==> src/rtl/tbm_xfer_sequencer.sv <==
// rtl/tbm_xfer_sequencer.sv - in-order 4 KB page transfer sequencer with command FIFO
//
// Purpose: queues page-transfer commands and issues them one at a time to the
// transfer buffer's TBM-side port, waiting for xfer_complete or a timeout and
// producing a one-cycle completion record for each command.
//
// Ports:
//   clock_fpga      - clock, rising edge
//   reset           - asynchronous active-low reset
//   cmd_valid/ready - command handshake; cmd_ready = (cmd_count < CMDQ_DEPTH)
//   cmd_write       - 1 = transfer buffer -> TBM, 0 = TBM -> transfer buffer
//   cmd_address     - TBM byte address (low 12 bits dropped, flagged if nonzero)
//   cmd_count       - queued entries
//   rx_avail        - gate for write commands
//   tx_space        - gate for read commands
//   xfer_buf_select - one-cycle issue strobe
//   mwrite_enable   - direction of the issued command (held until next issue)
//   tbm_address     - page address of the issued command (held until next issue)
//   xfer_complete   - page done from the transfer buffer (honoured only in WAIT)
//   busy            - sequencer not idle
//   done_*          - completion record, done_valid pulses for one cycle
module tbm_xfer_sequencer #(
   parameter int CMDQ_DEPTH     = 4,
   parameter int TIMEOUT_CYCLES = 4096,
   parameter int ADDRESS_WIDTH  = 32
) (
   input  logic                     clock_fpga,
   input  logic                     reset,
   input  logic                     cmd_valid,
   output logic                     cmd_ready,
   input  logic                     cmd_write,
   input  logic [ADDRESS_WIDTH-1:0] cmd_address,
   output logic [2:0]               cmd_count,
   input  logic                     rx_avail,
   input  logic                     tx_space,
   output logic                     xfer_buf_select,
   output logic                     mwrite_enable,
   output logic [ADDRESS_WIDTH-1:0] tbm_address,
   input  logic                     xfer_complete,
   output logic                     busy,
   output logic                     done_valid,
   output logic                     done_write,
   output logic [ADDRESS_WIDTH-1:0] done_address,
   output logic                     done_timeout,
   output logic                     done_misaligned
);

   localparam int PW  = (CMDQ_DEPTH > 1) ? $clog2(CMDQ_DEPTH) : 1;
   localparam int TW  = $clog2(TIMEOUT_CYCLES) + 1;
   localparam int PAW = ADDRESS_WIDTH - 12;

   typedef enum logic [1:0] {S_IDLE, S_ISSUE, S_WAIT, S_DONE} state_t;

   // Command FIFO: only the page number is stored, plus the misaligned flag.
   logic           r_q_write [CMDQ_DEPTH];
   logic [PAW-1:0] r_q_page  [CMDQ_DEPTH];
   logic           r_q_mis   [CMDQ_DEPTH];
   logic [PW-1:0]  r_head;
   logic [PW-1:0]  r_tail;
   logic [2:0]     r_count;

   state_t                   r_state;
   logic [TW-1:0]            r_timer;
   logic                     r_cur_mis;
   logic                     r_xfer_buf_select;
   logic                     r_mwrite_enable;
   logic [ADDRESS_WIDTH-1:0] r_tbm_address;
   logic                     r_done_valid;
   logic                     r_done_write;
   logic [ADDRESS_WIDTH-1:0] r_done_address;
   logic                     r_done_timeout;
   logic                     r_done_misaligned;

   logic w_push;
   logic w_pop;
   logic w_head_write;
   logic w_gate;

   assign cmd_ready    = (r_count < 3'(CMDQ_DEPTH));
   assign w_push       = cmd_valid & cmd_ready;
   // The head entry leaves the queue during the ISSUE cycle.
   assign w_pop        = (r_state == S_ISSUE);
   assign w_head_write = r_q_write[r_head];
   // Strict in-order: only the head's own gate matters.
   assign w_gate       = w_head_write ? rx_avail : tx_space;

   always_ff @(posedge clock_fpga) begin
      if (w_push) begin
         r_q_write[r_tail] <= cmd_write;
         r_q_page[r_tail]  <= cmd_address[ADDRESS_WIDTH-1:12];
         r_q_mis[r_tail]   <= (cmd_address[11:0] != 12'h000);
      end
   end

   always_ff @(posedge clock_fpga or negedge reset) begin
      if (!reset) begin
         r_head  <= '0;
         r_tail  <= '0;
         r_count <= '0;
      end else begin
         if (w_push) r_tail <= r_tail + 1'b1;
         if (w_pop)  r_head <= r_head + 1'b1;
         r_count <= r_count + {2'b00, w_push} - {2'b00, w_pop};
      end
   end

   always_ff @(posedge clock_fpga or negedge reset) begin
      if (!reset) begin
         r_state           <= S_IDLE;
         r_timer           <= '0;
         r_cur_mis         <= 1'b0;
         r_xfer_buf_select <= 1'b0;
         r_mwrite_enable   <= 1'b0;
         r_tbm_address     <= '0;
         r_done_valid      <= 1'b0;
         r_done_write      <= 1'b0;
         r_done_address    <= '0;
         r_done_timeout    <= 1'b0;
         r_done_misaligned <= 1'b0;
      end else begin
         r_xfer_buf_select <= 1'b0;
         r_done_valid      <= 1'b0;
         case (r_state)
            S_IDLE: begin
               if (r_count != 3'd0 && w_gate) begin
                  r_state           <= S_ISSUE;
                  r_xfer_buf_select <= 1'b1;
                  r_mwrite_enable   <= w_head_write;
                  r_tbm_address     <= {r_q_page[r_head], 12'h000};
                  r_cur_mis         <= r_q_mis[r_head];
               end
            end
            S_ISSUE: begin
               r_timer <= '0;
               r_state <= S_WAIT;
            end
            S_WAIT: begin
               // Completion takes priority over an expiry in the same cycle.
               if (xfer_complete || r_timer == TW'(TIMEOUT_CYCLES - 1)) begin
                  r_state           <= S_DONE;
                  r_done_valid      <= 1'b1;
                  r_done_write      <= r_mwrite_enable;
                  r_done_address    <= r_tbm_address;
                  r_done_misaligned <= r_cur_mis;
                  r_done_timeout    <= ~xfer_complete;
               end else begin
                  r_timer <= r_timer + 1'b1;
               end
            end
            S_DONE: begin
               r_state <= S_IDLE;
            end
            default: begin
               r_state <= S_IDLE;
            end
         endcase
      end
   end

   assign cmd_count       = r_count;
   assign busy            = (r_state != S_IDLE);
   assign xfer_buf_select = r_xfer_buf_select;
   assign mwrite_enable   = r_mwrite_enable;
   assign tbm_address     = r_tbm_address;
   assign done_valid      = r_done_valid;
   assign done_write      = r_done_write;
   assign done_address    = r_done_address;
   assign done_timeout    = r_done_timeout;
   assign done_misaligned = r_done_misaligned;

endmodule

==> config.mk <==
export PLATFORM = sky130hd
export DESIGN_NAME = tbm_xfer_sequencer
export DESIGN_NICKNAME = d
export VERILOG_FILES = /design/src/rtl/tbm_xfer_sequencer.sv
export SDC_FILE = /design/constraint.sdc
export NUM_CORES = 1
export LEC_CHECK = 0
export ABC_AREA = 1
export BUFFER_PORTS_ARGS = -buffer_cell sky130_fd_sc_hd__buf_2
export CORE_UTILIZATION = 60
export DETAILED_ROUTE_END_ITERATION = 16
export GPL_TIMING_DRIVEN = 0
export HOLD_SLACK_MARGIN = 0.1
export PLACE_DENSITY = 0.84
export SYNTH_ARGS = -nofsm -noshare
export SYNTH_HDL_FRONTEND = slang
export SYNTH_SLANG_ARGS = --single-unit
export TNS_END_PERCENT = 10
==> constraint.sdc <==
create_clock -name clock_fpga -period 3.65 [get_ports clock_fpga]
set_clock_uncertainty 0.05 [all_clocks]
set_input_delay 0.1825 -clock clock_fpga [delete_from_list [all_inputs] [get_ports clock_fpga]]
set_output_delay 0.1825 -clock clock_fpga [all_outputs]
set_load 0.1 [all_outputs]
# Word-level counts from Yosys, hierarchy flattened
# Memories as Yosys holds them, arrays and structs flattened. A register that Yosys moved wholly into a read port is not among the register bits.
# Index checks and enable logic that the tools add are counted.
totals:
  mem_bits_ro: 0
  latch_bits: 0
  out_inout_bits: 75
  mem_bits_rw: 88
  memories: 3
  regBits: 48
mem_list:
  columns: ["name", "words", "word_bits", "rd", "rd_clocked_by_memory_dff", "wr", "line", "text"]
  rows:
  - ["r_q_page", 4, 20, 1, 1, 1, "56", "logic [PAW-1:0] r_q_page [CMDQ_DEPTH];"]
  - ["r_q_mis", 4, 1, 1, 1, 1, "57", "logic r_q_mis [CMDQ_DEPTH];"]
  - ["r_q_write", 4, 1, 1, 0, 1, "55", "logic r_q_write [CMDQ_DEPTH];"]
classes:
  n_mux: 12
  magnitude_cmp: 1
  shift: 0
  n_div: 0
  reduce_logical: 13
  eq_ne: 7
  n_mul: 0
  n_bitwise: 2
  add_sub_neg: 5
op_table:
  columns: ["op", "n"]
  rows:
  - ["one-hot mux 13 bit (2 select lines)", 1]
  - ["adder 13 x 1 -> 13 bit (second input constant)", 1]
  - ["equality test 13 x 12 -> 1 bit (second input constant)", 1]
  - ["two-way mux 13 bit", 1]
  - ["nonzero test 12 bit", 1]
  - ["one-hot mux 2 bit (4 select lines)", 1]
  - ["AND reduction 2 bit", 4]
  - ["two-way mux 1 bit", 7]
  - ["!= test 2 bit (second input constant)", 3]
  - ["adder 2 x 1 -> 2 bit (second input constant)", 2]
  - ["equality test 2 bit (second input constant)", 2]
  - ["two-way mux 2 bit", 2]
  - ["nonzero test 2 bit", 2]
  - ["adder 3 x 1 -> 3 bit", 1]
  - ["< comparator 3 bit (second input constant)", 1]
  - ["nonzero test 3 bit", 1]
  - ["subtractor 3 x 1 -> 3 bit", 1]
  - ["equality test 2 x 1 -> 1 bit (second input constant)", 1]
  - ["logical NOT 1 bit", 2]
  - ["logical NOT 2 bit", 1]
  - ["AND 1 bit", 1]
  - ["logical AND 1 bit", 1]
  - ["logical OR 1 bit", 1]
  - ["inverter 1 bit", 1]

# Longest topological paths before layout
# An unclocked memory read counts as a cell.
depth:
  word_depth: 5
  mapped_depth: 11
  mapped_depth_nobuf: 10

# Worst setup path after synthesis
# No wires, ideal clock.
synth_path:
  kind: "register to register"
  from: "register r_count[2], in the netlist cmd_count[2]"
  to: "memory r_q_mis[0] (enable)"
  setup_slack_ns: 0.226
  t_required_ns: 3.199
  arrival_ns: 2.973
  synth_period_minus_slack_ns: 3.424
  n_path_buf: 0
  stages_incl_launch_ff: 4
  cell_sequence: "dfrtp_1 -> inv_1 -> nand2_1 -> nor2_1"
synth_via:
  elab_chain_cells: 4
synth_rtl:
  columns: ["item", "line", "text"]
  rows:
  - ["start: declaration", "60", "logic [2:0] r_count;"]
  - ["start signal: assignment", "103", "r_count <= r_count + {2'b00, w_push} - {2'b00, w_pop};"]
  - ["< comparator 3 bit", "79", "assign cmd_ready = (r_count < 3'(CMDQ_DEPTH));"]
  - ["net cmd_ready", "30", "output logic cmd_ready,"]
  - ["AND 1 bit", "80", "assign w_push = cmd_valid & cmd_ready;"]
  - ["two-way mux 1 bit", "88", "if (w_push) begin"]
  - ["two-way mux 1 bit (implied by the code)", "91", "r_q_mis[r_tail] <= (cmd_address[11:0] != 12'h000);"]
  - ["end: declaration", "57", null]
# The timed path passes the listed nets, and every way through them passes these cells.

# Worst setup path after layout
layout_path:
  from: "register r_state[0]"
  to: "output busy"
layout_via:
  elab_chain_cells: 1
layout_rtl:
  columns: ["item", "line", "text"]
  rows:
  - ["start: declaration", "62", "state_t r_state;"]
  - ["start signal: assignment", "109", "r_state <= S_IDLE;"]
  - ["start signal: assignment", "126", "r_state <= S_ISSUE;"]
  - ["start signal: assignment", "135", "r_state <= S_WAIT;"]
  - ["nonzero test 2 bit", "161", "assign busy = (r_state != S_IDLE);"]
  - ["end: declaration", "40", "output logic busy,"]
# No other way between the ends.

==> impl_results.rst <==
.. list-table::
   :header-rows: 1

   * - Metric
     - Value
   * - Cell with the most instances after synthesis
     - nand2_1
   * - Register bit total from synthesis
     - 157
   * - Cell Rows
     - 37
   * - Number of warnings reported in the yosys synthesis log
     - 0
   * - Count of nets after finishing
     - 799
   * - Number of DRC violations after detailed-routing iteration 0
     - 461
   * - Die Y
     - 106 um
   * - Largest fanout on the critical path
     - 4
   * - Number of enable flip-flop cells after synthesis
     - 88
   * - Run status
     - complete, no violations
   * - Register clock-pin slew on the reported worst setup and hold paths
     - 0.06 ns
   * - Worst hold path type
     - in -> reg
   * - Cell count after synthesis
     - 588
   * - Final hold violation count
     - 0
   * - Number of antenna violations at the first check in global routing
     - 0
   * - Max-cap violation count
     - 0
   * - Share of the clock period used by the worst path
     - 0.558
   * - Setup Crit Path Kind
     - reg -> out
   * - Number of buffer cells added on primary ports
     - 89
   * - Vias
     - 4873
   * - Leading cell types by total area after synthesis
     - edfxtp_1, dfrtp_1, nand2_1, o21ai_0, nor2_1
   * - Maximum frequency from static timing analysis
     - 491 MHz
   * - Die Footprint
     - 11300 um2
   * - Sink count of the clock tree
     - 157
   * - Die W
     - 106 um
   * - Ports placed on the boundary
     - 114
   * - Post-synth top area cell
     - edfxtp_1
   * - Last weighted congestion value of the routability-driven placer
     - 0.806
   * - Most common flop cell mapped by yosys
     - edfxtp_1
   * - Unrepaired setup endpoints after global routing
     - no
   * - Setup TNS Final
     - 0 ns
   * - Clock buffer count from CTS
     - 17
   * - Estimated wirelength of the detail-placed design
     - 9.47 mm
   * - Kind of end point of the critical path
     - primary output
   * - Antenna fix cells
     - 0
   * - DR vias/cell
     - 5.43
   * - Share of flip-flops with an asynchronous set or reset after synthesis
     - 0.439
   * - Area delta synth->final
     - 24.7%
   * - Unique cell type count in the Yosys netlist
     - 27
   * - Cell Area, Synth
     - 6520 um2
   * - Critical Path AT
     - 1.80 ns
   * - Worst setup SP type
     - flop
   * - Transition at the pin with the smallest max-transition slack
     - 0.847 ns
   * - Via count of the first global-routing pass
     - 4768
   * - Worst path required time
     - 3.42 ns
   * - Root Buffer
     - clkbuf_8
   * - Area fraction of the dominant cell type after synthesis
     - 0.405
   * - Clock insertion delay at the later pin of the skew report
     - 0.53 ns
   * - Remaining design rule violation count
     - 0
   * - Number of cells upsized or downsized after cts
     - 0
   * - Maximum number of pins on one net before global-route repair
     - 70
   * - Congestion Overflow GR
     - 0
   * - H-Tree Level Count
     - 4
   * - Number of detailed-route iterations in the first pass
     - 6
   * - Final period demand of the worst path
     - 2.04 ns
   * - Portion of the post-synthesis area used by sequential elements
     - 0.670
   * - Final ANT Viol Nets
     - 0
   * - Clock tree buffer depth
     - 2
   * - Rel. slew slack
     - 0.436
   * - Fraction of final layout cells with drive strength greater than 1
     - 0.235
   * - Global-route wire length before repair
     - 23.3 mm
   * - Detailed Route WL
     - 14.7 mm
   * - Setup violation total in the final timing report
     - 0
   * - Core Box Area
     - 10400 um2
   * - Wire per inst
     - 16.4 um
   * - Overall routing resource usage
     - 0.278
   * - Clock tree from TritonCTS
     - built
   * - Slew Viols, Final
     - 0
   * - Initial cell density of the core
     - 0.626
   * - Synth Area per Inst
     - 11.1 um2
   * - Most common library cells after synthesis
     - nand2_1, edfxtp_1, dfrtp_1, o21ai_0, nor2_1
==> stage by stage <==
stage                util  cells  hold WS (ns)  setup WS (ns)  instance area (um2)
finish              0.780    898         0.152           1.61                 8130
global route        0.780    898         0.173           1.47                 8130
CTS                 0.780    898         0.147           1.59                 8130
detailed placement  0.700    840         0.286           1.62                 7300
global placement    0.693    836         0.338          0.886                 7220
floorplan               -    611        -0.163          0.226                 6610
==> timing repair <==
action | CTS | global route
hold buffers | 26 | 0
buffers inserted | 0 | 0
endpoints found under the hold margin | 162 | 0
==> per-layer routing <==
metal  GRT usage  vias up  routed length (um)
li1            -     2248                   -
met1       0.342     2319                5780
met2       0.460      269                7330
met3      0.0723       37                1250
met4       0.131        0                 348
met5           0        -                   0
==> final timing paths <==
| kind | startpoint | end | slack (ns) | cells after the start |
|---|---|---|---|---|
| max in group asynchronous | reset | tbm_address[21] | 2.75 | 2 |
| hold / removal | cmd_valid | r_tail[0] | 0.15 | 3 |
| setup reg to reg | cmd_count[2] | cmd_count[2] | 1.64 | 7 |
| hold reg to reg | done_address[16] | done_address[16] | 0.43 | 2 |
| setup / recovery | r_state[0] | busy | 1.61 | 4 |
| min in group asynchronous | reset | r_timer[7] | 0.23 | 2 |
==> registers in the layout (all words and copies together) (netlist names), 2 cells and up <==
signal	cells
r_q_page	80
done_address	20
tbm_address	20
r_timer	13
r_q_mis	4
r_q_write	4
cmd_count	3
r_head	2
r_state	2
r_tail	2
==> critical path, cell delays in order (launching register included) <==
cell	delay, ns
dfrtp_1	0.40
inv_1	0.08
ha_1	0.22
inv_1	0.13
buf_2	0.45
==> logic make-up (layout without fill, tap and decap cells) <==
group	Yosys count	in the layout	share of synthesized area
DFF	157	157	0.670
other	1	24	0.000575
and+or+nand+nor	233	233	0.148
adders and majority gates	11	11	0.0223
buffers and inverters	83	234	0.0677
AOI/OAI and AO/OA	89	89	0.0723
xor gates and xnor gates	14	14	0.0188
==> final cells by class <==
class / instances / area (um2)
flip-flops and latches: 157 / 4370
fillers: 617 / 2290
multi-input cells: 371 / 1810
repair buffers: 119 / 768
clock buffers: 22 / 499
plain buffers: 48 / 309
well taps: 136 / 170
inverters: 35 / 133
clock inverters: 10 / 73.8
==> cells in the final DEF (no fill, tap or decap), types with 4 or more instances in the layout <==
cell type	instances
nand2_2	4
xor2_1	7
clkbuf_16	18
nor2_2	4
o21ai_0	58
nand2_1	143
buf_8	5
dlygate4sd3_1	26
nor2_1	51
o21ai_1	8
xnor2_1	7
nand3_1	19
clkbuf_1	13
edfxtp_1	88
buf_2	95
dfrtp_1	69
clkinv_2	4
ha_1	10
nand3_2	5
buf_4	26
conb_1	24
inv_1	31
o22ai_1	21
Power is not shown: default switching activity piles up to over one toggle a cycle in this logic, so the estimate is an artifact.
